$ cat config.mk
export PLATFORM = sky130hd
export DESIGN_NAME = instr_encoder
export DESIGN_NICKNAME = d
export VERILOG_FILES = /design/src/rtl/instr_enc_pkg.sv /design/src/rtl/instr_encoder_imm_packer.sv /design/src/rtl/instr_encoder.sv
export SDC_FILE = /design/constraint.sdc
export NUM_CORES = 1
export LEC_CHECK = 0
export CAP_MARGIN = 20
export CELL_PAD_IN_SITES_DETAIL_PLACEMENT = 1
export CELL_PAD_IN_SITES_GLOBAL_PLACEMENT = 1
export CORE_ASPECT_RATIO = 1.25
export CORE_MARGIN = 8
export CORE_UTILIZATION = 34
export DETAILED_ROUTE_END_ITERATION = 7
export PLACE_DENSITY_LB_ADDON = 0.1
export SLEW_MARGIN = 5
export SYNTH_ARGS = -nofsm -noshare
export SYNTH_HDL_FRONTEND = slang
export SYNTH_HIERARCHICAL = 1
export SYNTH_SLANG_ARGS = --single-unit
$ cat constraint.sdc
create_clock -name clk -period 7.3 [get_ports clk]
set_input_delay 0.73 -clock clk [delete_from_list [all_inputs] [get_ports clk]]
set_output_delay 0.73 -clock clk [all_outputs]
set_load 0.01 [all_outputs]
$ cat src/rtl/instr_enc_pkg.sv
// Shared definitions for the RV32I instruction encoder.
// Holds the operation codes, the instruction formats, the FSM states,
// the RV32I major opcodes, the funct3 values and the canonical NOP.
package instr_enc_pkg;

  // Operation codes accepted on in_op; codes 9..15 are undefined.
  typedef enum logic [3:0] {
    OP_ADD  = 4'd0,
    OP_ADDI = 4'd1,
    OP_LBU  = 4'd2,
    OP_SB   = 4'd3,
    OP_LUI  = 4'd4,
    OP_BNE  = 4'd5,
    OP_BGEU = 4'd6,
    OP_JALR = 4'd7,
    OP_JAL  = 4'd8
  } op_e;

  // RV32I instruction formats; selects the immediate bit layout.
  typedef enum logic [2:0] {
    FMT_R = 3'd0,
    FMT_I = 3'd1,
    FMT_S = 3'd2,
    FMT_B = 3'd3,
    FMT_U = 3'd4,
    FMT_J = 3'd5
  } fmt_e;

  // Load-session controller states.
  typedef enum logic [1:0] {
    ST_IDLE = 2'd0,
    ST_LOAD = 2'd1,
    ST_FULL = 2'd2
  } state_e;

  // Major opcodes, instruction bits [6:0].
  localparam logic [6:0] OPC_OP     = 7'b0110011;
  localparam logic [6:0] OPC_OP_IMM = 7'b0010011;
  localparam logic [6:0] OPC_LOAD   = 7'b0000011;
  localparam logic [6:0] OPC_STORE  = 7'b0100011;
  localparam logic [6:0] OPC_LUI    = 7'b0110111;
  localparam logic [6:0] OPC_BRANCH = 7'b1100011;
  localparam logic [6:0] OPC_JALR   = 7'b1100111;
  localparam logic [6:0] OPC_JAL    = 7'b1101111;

  // funct3 values, instruction bits [14:12].
  localparam logic [2:0] F3_ADD  = 3'b000;
  localparam logic [2:0] F3_ADDI = 3'b000;
  localparam logic [2:0] F3_LBU  = 3'b100;
  localparam logic [2:0] F3_SB   = 3'b000;
  localparam logic [2:0] F3_BNE  = 3'b001;
  localparam logic [2:0] F3_BGEU = 3'b111;
  localparam logic [2:0] F3_JALR = 3'b000;

  // addi x0, x0, 0 -- written in place of anything that cannot be encoded.
  localparam logic [31:0] NOP = 32'h0000_0013;

endpackage

$ cat src/rtl/instr_encoder_imm_packer.sv
// imm_packer: scatters a 32-bit immediate into the instruction-word bit
// positions of the selected RV32I format (all other bits zero) and reports
// whether the immediate is representable.
// Optional feature: INSTR_ENC_RANGE_CHECK_EN enables the range check;
// without it in_range is always 1 and immediates are silently truncated.
module imm_packer
  import instr_enc_pkg::*;
(
  input  logic [31:0] imm,
  input  logic [2:0]  fmt,
  output logic [31:0] imm_bits,
  output logic        in_range
);

  // Place immediate bits according to the format; B/J drop imm[0].
  always_comb begin
    // NOTE: every output gets a default first so no path leaves it unassigned (no latch).
    imm_bits = '0;
    case (fmt)
      FMT_I:   imm_bits = {imm[11:0], 20'b0};
      FMT_S:   imm_bits = {imm[11:5], 13'b0, imm[4:0], 7'b0};
      FMT_B:   imm_bits = {imm[12], imm[10:5], 13'b0, imm[4:1], imm[11], 7'b0};
      FMT_U:   imm_bits = {imm[31:12], 12'b0};
      FMT_J:   imm_bits = {imm[20], imm[10:1], imm[11], imm[19:12], 12'b0};
      default: imm_bits = '0;
    endcase
  end

  // Representability: sign-extension bits must agree, branch/jump offsets even.
  always_comb begin
    in_range = 1'b1;
`ifdef INSTR_ENC_RANGE_CHECK_EN
    case (fmt)
      FMT_I, FMT_S: in_range = (&imm[31:11]) | ~(|imm[31:11]);
      FMT_B:        in_range = ((&imm[31:12]) | ~(|imm[31:12])) & ~imm[0];
      FMT_J:        in_range = ((&imm[31:20]) | ~(|imm[31:20])) & ~imm[0];
      FMT_U:        in_range = ~(|imm[11:0]);
      default:      in_range = 1'b1;
    endcase
`else
    in_range = 1'b1;
`endif
  end

endmodule

$ cat src/rtl/instr_encoder.sv
// instr_encoder: accepts operations over a valid/ready handshake, encodes
// each into an RV32I word and writes it to instruction memory one cycle
// later at consecutive word addresses starting from base_addr.
// Optional feature: INSTR_ENC_RANGE_CHECK_EN (handled in imm_packer) turns
// out-of-range immediates into a NOP write with err set.
module instr_encoder
  import instr_enc_pkg::*;
#(
  parameter int ADDR_W = 10
) (
  input  logic              clk,
  input  logic              rst,
  input  logic              start,
  input  logic [ADDR_W-1:0] base_addr,
  input  logic              in_valid,
  output logic              in_ready,
  input  logic [3:0]        in_op,
  input  logic [4:0]        in_rd,
  input  logic [4:0]        in_rs1,
  input  logic [4:0]        in_rs2,
  input  logic [31:0]       in_imm,
  input  logic              in_last,
  output logic              imem_we,
  output logic [ADDR_W-1:0] imem_addr,
  output logic [31:0]       imem_wdata,
  output logic              done,
  output logic              full,
  output logic              err
);

  // Last word-aligned address; a write here without in_last fills memory.
  localparam logic [ADDR_W-1:0] ADDR_TOP  = {{(ADDR_W-2){1'b1}}, 2'b00};
  localparam logic [ADDR_W-1:0] ADDR_STEP = ADDR_W'(4);

  state_e            state_q, state_d;
  logic [ADDR_W-1:0] addr_cnt;
  logic              xfer, start_take, at_top;

  fmt_e              fmt;
  logic [6:0]        opc;
  logic [2:0]        f3;
  logic              use_rd, use_rs1, use_rs2, op_bad;
  logic [31:0]       imm_bits, word;
  logic              in_range, bad;

  assign in_ready   = (state_q == ST_LOAD);
  assign full       = (state_q == ST_FULL);
  assign xfer       = in_valid & in_ready;
  assign start_take = start & (state_q != ST_LOAD);
  assign at_top     = (addr_cnt == ADDR_TOP);

  // Decode the operation into format, opcode, funct3 and used register fields.
  always_comb begin
    fmt     = FMT_I;
    opc     = OPC_OP_IMM;
    f3      = 3'b000;
    use_rd  = 1'b0;
    use_rs1 = 1'b0;
    use_rs2 = 1'b0;
    op_bad  = 1'b0;
    case (in_op)
      OP_ADD:  begin fmt = FMT_R; opc = OPC_OP;     f3 = F3_ADD;  use_rd = 1'b1; use_rs1 = 1'b1; use_rs2 = 1'b1; end
      OP_ADDI: begin fmt = FMT_I; opc = OPC_OP_IMM; f3 = F3_ADDI; use_rd = 1'b1; use_rs1 = 1'b1; end
      OP_LBU:  begin fmt = FMT_I; opc = OPC_LOAD;   f3 = F3_LBU;  use_rd = 1'b1; use_rs1 = 1'b1; end
      OP_SB:   begin fmt = FMT_S; opc = OPC_STORE;  f3 = F3_SB;   use_rs1 = 1'b1; use_rs2 = 1'b1; end
      OP_LUI:  begin fmt = FMT_U; opc = OPC_LUI;    use_rd = 1'b1; end
      OP_BNE:  begin fmt = FMT_B; opc = OPC_BRANCH; f3 = F3_BNE;  use_rs1 = 1'b1; use_rs2 = 1'b1; end
      OP_BGEU: begin fmt = FMT_B; opc = OPC_BRANCH; f3 = F3_BGEU; use_rs1 = 1'b1; use_rs2 = 1'b1; end
      OP_JALR: begin fmt = FMT_I; opc = OPC_JALR;   f3 = F3_JALR; use_rd = 1'b1; use_rs1 = 1'b1; end
      OP_JAL:  begin fmt = FMT_J; opc = OPC_JAL;    use_rd = 1'b1; end
      default: op_bad = 1'b1;
    endcase
  end

  imm_packer u_imm_packer (
    .imm      (in_imm),
    .fmt      (fmt),
    .imm_bits (imm_bits),
    .in_range (in_range)
  );

  // Assemble the word; unused register fields stay zero, bad ops become NOP.
  always_comb begin
    bad  = op_bad | ~in_range;
    word = imm_bits | {7'b0,
                       use_rs2 ? in_rs2 : 5'd0,
                       use_rs1 ? in_rs1 : 5'd0,
                       f3,
                       use_rd  ? in_rd  : 5'd0,
                       opc};
    if (bad) word = NOP;
  end

  // Session control: start opens a session, in_last or a full memory ends it.
  always_comb begin
    state_d = state_q;
    case (state_q)
      ST_IDLE: if (start) state_d = ST_LOAD;
      ST_LOAD: begin
        if (xfer) begin
          if (in_last)     state_d = ST_IDLE;
          else if (at_top) state_d = ST_FULL;
        end
      end
      ST_FULL: if (start) state_d = ST_LOAD;
      default: state_d = ST_IDLE;
    endcase
  end

  // State register.
  always_ff @(posedge clk) begin
    // NOTE: clocked state uses non-blocking assignments so all registers update together.
    if (rst) state_q <= ST_IDLE;
    else     state_q <= state_d;
  end

  // Write port, address counter and status flags; rst discards a pending write.
  always_ff @(posedge clk) begin
    if (rst) begin
      imem_we    <= 1'b0;
      imem_addr  <= '0;
      imem_wdata <= '0;
      done       <= 1'b0;
      err        <= 1'b0;
      addr_cnt   <= '0;
    end else begin
      imem_we <= xfer;
      done    <= xfer & in_last;
      if (start_take) begin
        addr_cnt <= base_addr;
        err      <= 1'b0;
      end else if (xfer) begin
        imem_addr  <= addr_cnt;
        imem_wdata <= word;
        if (bad)     err      <= 1'b1;
        if (!at_top) addr_cnt <= addr_cnt + ADDR_STEP;
      end
    end
  end

endmodule

# Word-level counts from Yosys, hierarchy flattened
# Cells that the tools add are included.
# word_totals
reg_bits,57
in_bits,66
wordCells,68
output_inout_bits,47
# op_classes
reduce_logical,14
mux,19
addsub,1
n_bitwise,6
n_eq_ne,21
# op_table
cell,count
one-hot mux 32 bit (5 select lines),1
one-hot mux 7 bit (7 select lines),1
two-way mux 32 bit,1
bitwise OR 32 x 25 -> 32 bit,1
two-way mux 10 bit,3
"== test 4 x 3 -> 1 bit, second input constant",4
two-way mux 5 bit,3
one-hot mux 3 bit (5 select lines),1
"adder 10 x 3 -> 10 bit, second input constant",1
"== test 10 bit, second input constant",1
one-hot mux 3 bit (3 select lines),1
OR reduction 9 bit,1
"== test 4 x 2 -> 1 bit, second input constant",2
two-way mux 2 bit,4
OR reduction 7 bit,1
"== test 3 x 2 -> 1 bit, second input constant",2
"== test 3 bit, second input constant",2
"!= test 2 x 1 -> 1 bit, second input constant",3
AND reduction 2 bit,3
OR reduction 2 bit,3
OR reduction 6 bit,1
"== test 4 x 1 -> 1 bit, second input constant",1
"== test 4 bit, second input constant",1
logical NOT 4 bit,1
other kinds (13),18

# Longest topological paths before layout
# logic_depth
word_depth,7
ltp_mapped,12
mapped_depth_nobuf,10

# By module
# Netlist, hierarchy kept.
# modules_own_cells
mod,instances,area_each_um2,cells_per_inst
instr_encoder,1,2692.6,326
imm_packer,1,421.7,67

# Worst setup path before layout
# Ideal clock, no wire load.
# synth_timing
path_kind,input port to flip-flop
startpoint,input port in_op[2]
endpoint,register imem_wdata[13]
required_time_ps,7229
path_slack_ps,4420
stages,10
arrival_ps,2809
cell_sequence,buf_2 buf_2 xnor2_1 nor3_1 nor2b_1 and2_1 or3b_2 a21oi_1 o21ai_0 a21oi_1
# synth_between
elab_chain_len,7
elab_cells_between_ends,21
classes_between,13 x eq/ne; 4 x mux; 1 x bitwise; 3 x reduce/logical
# synth_lines
item,line,source
from (decl),instr_encoder.sv:17,"input logic [3:0] in_op,"
== test 4 x 3 -> 1 bit,instr_encoder.sv:61,case (in_op)
OR reduction 2 bit (no source line),-,
one-hot mux 3 bit (5 select lines) (*),instr_encoder.sv:61,
net fmt[2],instr_encoder.sv:39,fmt_e fmt;
== test 3 bit (tied with other cells),instr_encoder_imm_packer.sv:19,case (fmt)
one-hot mux 32 bit (5 select lines) (*),instr_encoder_imm_packer.sv:19,
net imm_bits[13],instr_encoder.sv:43,"logic [31:0] imm_bits, word;"
bitwise OR 32 x 25 -> 32 bit (*),instr_encoder.sv:85,"word = imm_bits | {7'b0,"
two-way mux 32 bit (*),instr_encoder.sv:91,if (bad) word = NOP;
to (signal assigned),instr_encoder.sv:134,imem_wdata <= word;
to (decl),instr_encoder.sv:25,"output logic [31:0] imem_wdata,"
# The timed path passes the listed nets; every way through them passes the cells marked *.
# A chain may end at the register's enable or synchronous reset.

# Worst setup path after layout
# layout_timing
startpoint,input port in_op[2]
endpoint,register imem_wdata[10]
# The elaborated chain is that of the path after synthesis.

==> summary.md <==
| Metric | Value |
|---|---|
| Vias in the first global route | `3283` |
| Final Slew Violations | `0` |
| Hpwl dp | `8.01 mm` |
| Setup violators final | `0` |
| Vias | `3139` |
| R2R setup slack | `5.20 ns` |
| Worst Tran Pin Value | `0.992 ns` |
| CTS tree | `done` |
| Clk pin slew, worst setup/hold paths | `0.07 ns` |
| Layout cells sized above 1 | `6.02%` |
| GRT Util Overall | `17.4%` |
| Cells after Synth | `391` |
| Clock buffer count from CTS | `5` |
| Clk buf depth | `2` |
| Unrepaired setup endpoints after global routing | `no` |
| Die Span Y | `123 µm` |
| Upper clock frequency limit | `273 MHz` |
| PortBufs | `112` |
| Avg Cell Area, Syn | `7.93 µm²` |
| Fin crit share | `50.1%` |
| FF-to-FF End | `imem_wdata[16]` |
| Worst Hold Depth | `2` |
| Type of the worst min-delay path | `register to register` |
| Maximum number of pins on one net before global-route repair | `53` |
| Core region area | `9030 µm²` |
| Die width | `101 µm` |
| H-tree depth | `2` |
| Overall power | `0.743 mW` |
| Placer congestion estimate | `0.776` |
| Initial antenna violation count | `0` |
| Hold slack | `0.451 ns` |
| Routed wire per std cell | `18.0 µm` |
| Setup crit start kind | `input port` |
| CTS Root Cell | `clkbuf_16` |
| Critical path type | `input port to register` |
| Synthesized area | `3100 µm²` |
| Initial Util | `34.3%` |
| Iteration-0 DRC count of the detailed router | `90` |
| CP Capture Type | `register` |
| Crit Path Max Fanout | `18` |
| CP startpoint | `in_op[2]` |
| Hold worst-path end | `imem_wdata[15]` |
| Worst vdd ir | `0.0832 mV` |
| Via density | `5.19` |
| Post-route DRC | `0` |
| Worst Clk Skew | `0.00344 ns` |
| N_diodes | `0` |
| Crit path DAT | `3.88 ns` |
| IO Pins | `113` |
| Antenna viol nets, final | `0` |
| Depth of the most critical reg-to-reg path | `4` |
| Area growth syn-to-layout | `41.3%` |
| CTS Hold Bufs | `0` |
| Max Cap Viol | `0` |
| Clk_lat worst skew | `0.30 ns` |
| Worst flop-to-flop path startpoint | `state_q[0]` |
| Setup TNS | `0 ns` |
| Clock Sinks | `56` |
| Outcome | `finished clean` |
| Relative slew slack | `33.6%` |
| Post_cts resized | `0` |
| FP Rows | `39` |
| Pwr Density | `170 nW/µm²` |
| Hold Violations, Final | `0` |
| Gr ovfl total | `0` |
| Hold wc startpoint | `imem_wdata[15]` |
| CP Data Required Time | `7.52 ns` |
| Leak | `1.52 nW` |
| Post-CTS Setup Inserts | `0` |
| TritonRoute pass-1 iters | `4` |
| Final min period | `3.66 ns` |
| Overall routed net length | `10.9 mm` |
| First-pass GRT wire length | `17.0 mm` |
| Die Area | `12400 µm²` |
| Final nets | `548` |
| Non-Filler Instances | `605` |
| Syn. warnings | `6` |
| Cells after DPL | `597` |
==> sequential cells by signal, indices dropped and copies added, names as in the netlist <==
| name | flops |
|---|---|
| imem_wdata | 31 |
| addr_cnt | 10 |
| imem_addr | 10 |
| state_q | 2 |
| done | 1 |
| err | 1 |
| imem_we | 1 |
==> per-stage QoR <==
stage / area, µm² / worst slack [ns] / util [%]
finish: 4380 / 3.64 / 48.5
global route: 4380 / 3.30 / 48.5
CTS: 4380 / 3.55 / 48.5
detailed placement: 4220 / 3.27 / 46.7
global placement: 4220 / 3.44 / 46.7
floorplan: 3110 / 4.42 / -
==> layout by cell type (no fill, tap or decap), types with 2 or more instances in the layout <==
master / n
a211oi_1: 4
a21o_1: 2
a21oi_1: 50
a22oi_1: 21
and2_1: 17
and3_1: 5
buf_4: 3
clkbuf_16: 5
clkdlybuf4s50_1: 111
conb_1: 6
dfxtp_1: 56
inv_1: 7
mux2_2: 3
mux2i_1: 4
nand2_1: 60
nand3_1: 14
nand3b_1: 5
nor2_1: 24
nor2b_1: 6
nor3_1: 5
nor3b_1: 2
o211ai_1: 8
o21ai_0: 20
or3_1: 2
or3b_2: 3
xnor2_1: 2
xor2_1: 2
==> power breakdown <==
group | switching, mW | internal [mW]
sequential | 0.0114 | 0.316
combinational | 0.0673 | 0.0699
clock | 0.116 | 0.162
==> worst max-delay path, cell delays in order <==
cell,delay (ns)
clkdlybuf4s50_1,0.88
xor2_1,0.21
a21oi_1,0.10
nor2_1,0.77
nor2b_1,0.70
and2_1,0.22
a22oi_1,0.07
a21oi_1,0.19
==> layout make-up <==
type,count,area [µm²]
Timing Repair Buffer,115,1140
Clock buffer,6,129
Clock inverter,2,35.0
Inverter,7,26.3
Tap cell,123,154
Multi-Input combinational cell,296,1780
Fill cell,1108,4650
Sequential cell,56,1120
==> worst max path at each step <==
stage | endpoint | slack, ns | cells after the start
floorplan | imem_wdata[13] | 4.42 | 10
global placement | imem_wdata[26] | 3.44 | 9
detailed placement | imem_wdata[8] | 3.27 | 8
CTS | imem_wdata[10] | 3.55 | 8
global route | imem_wdata[12] | 3.30 | 10
finish | imem_wdata[10] | 3.64 | 8
==> metal layers <==
metal  share of wire [%]  track usage [%]  up-vias
met5                   0                0        -
met4                 1.0             4.20        0
met3                 5.1             4.14        8
met2                  55             33.8       68
met1                  39             18.2     1515
li1                    -                -     1548
Power figures use the tool's default switching activity.
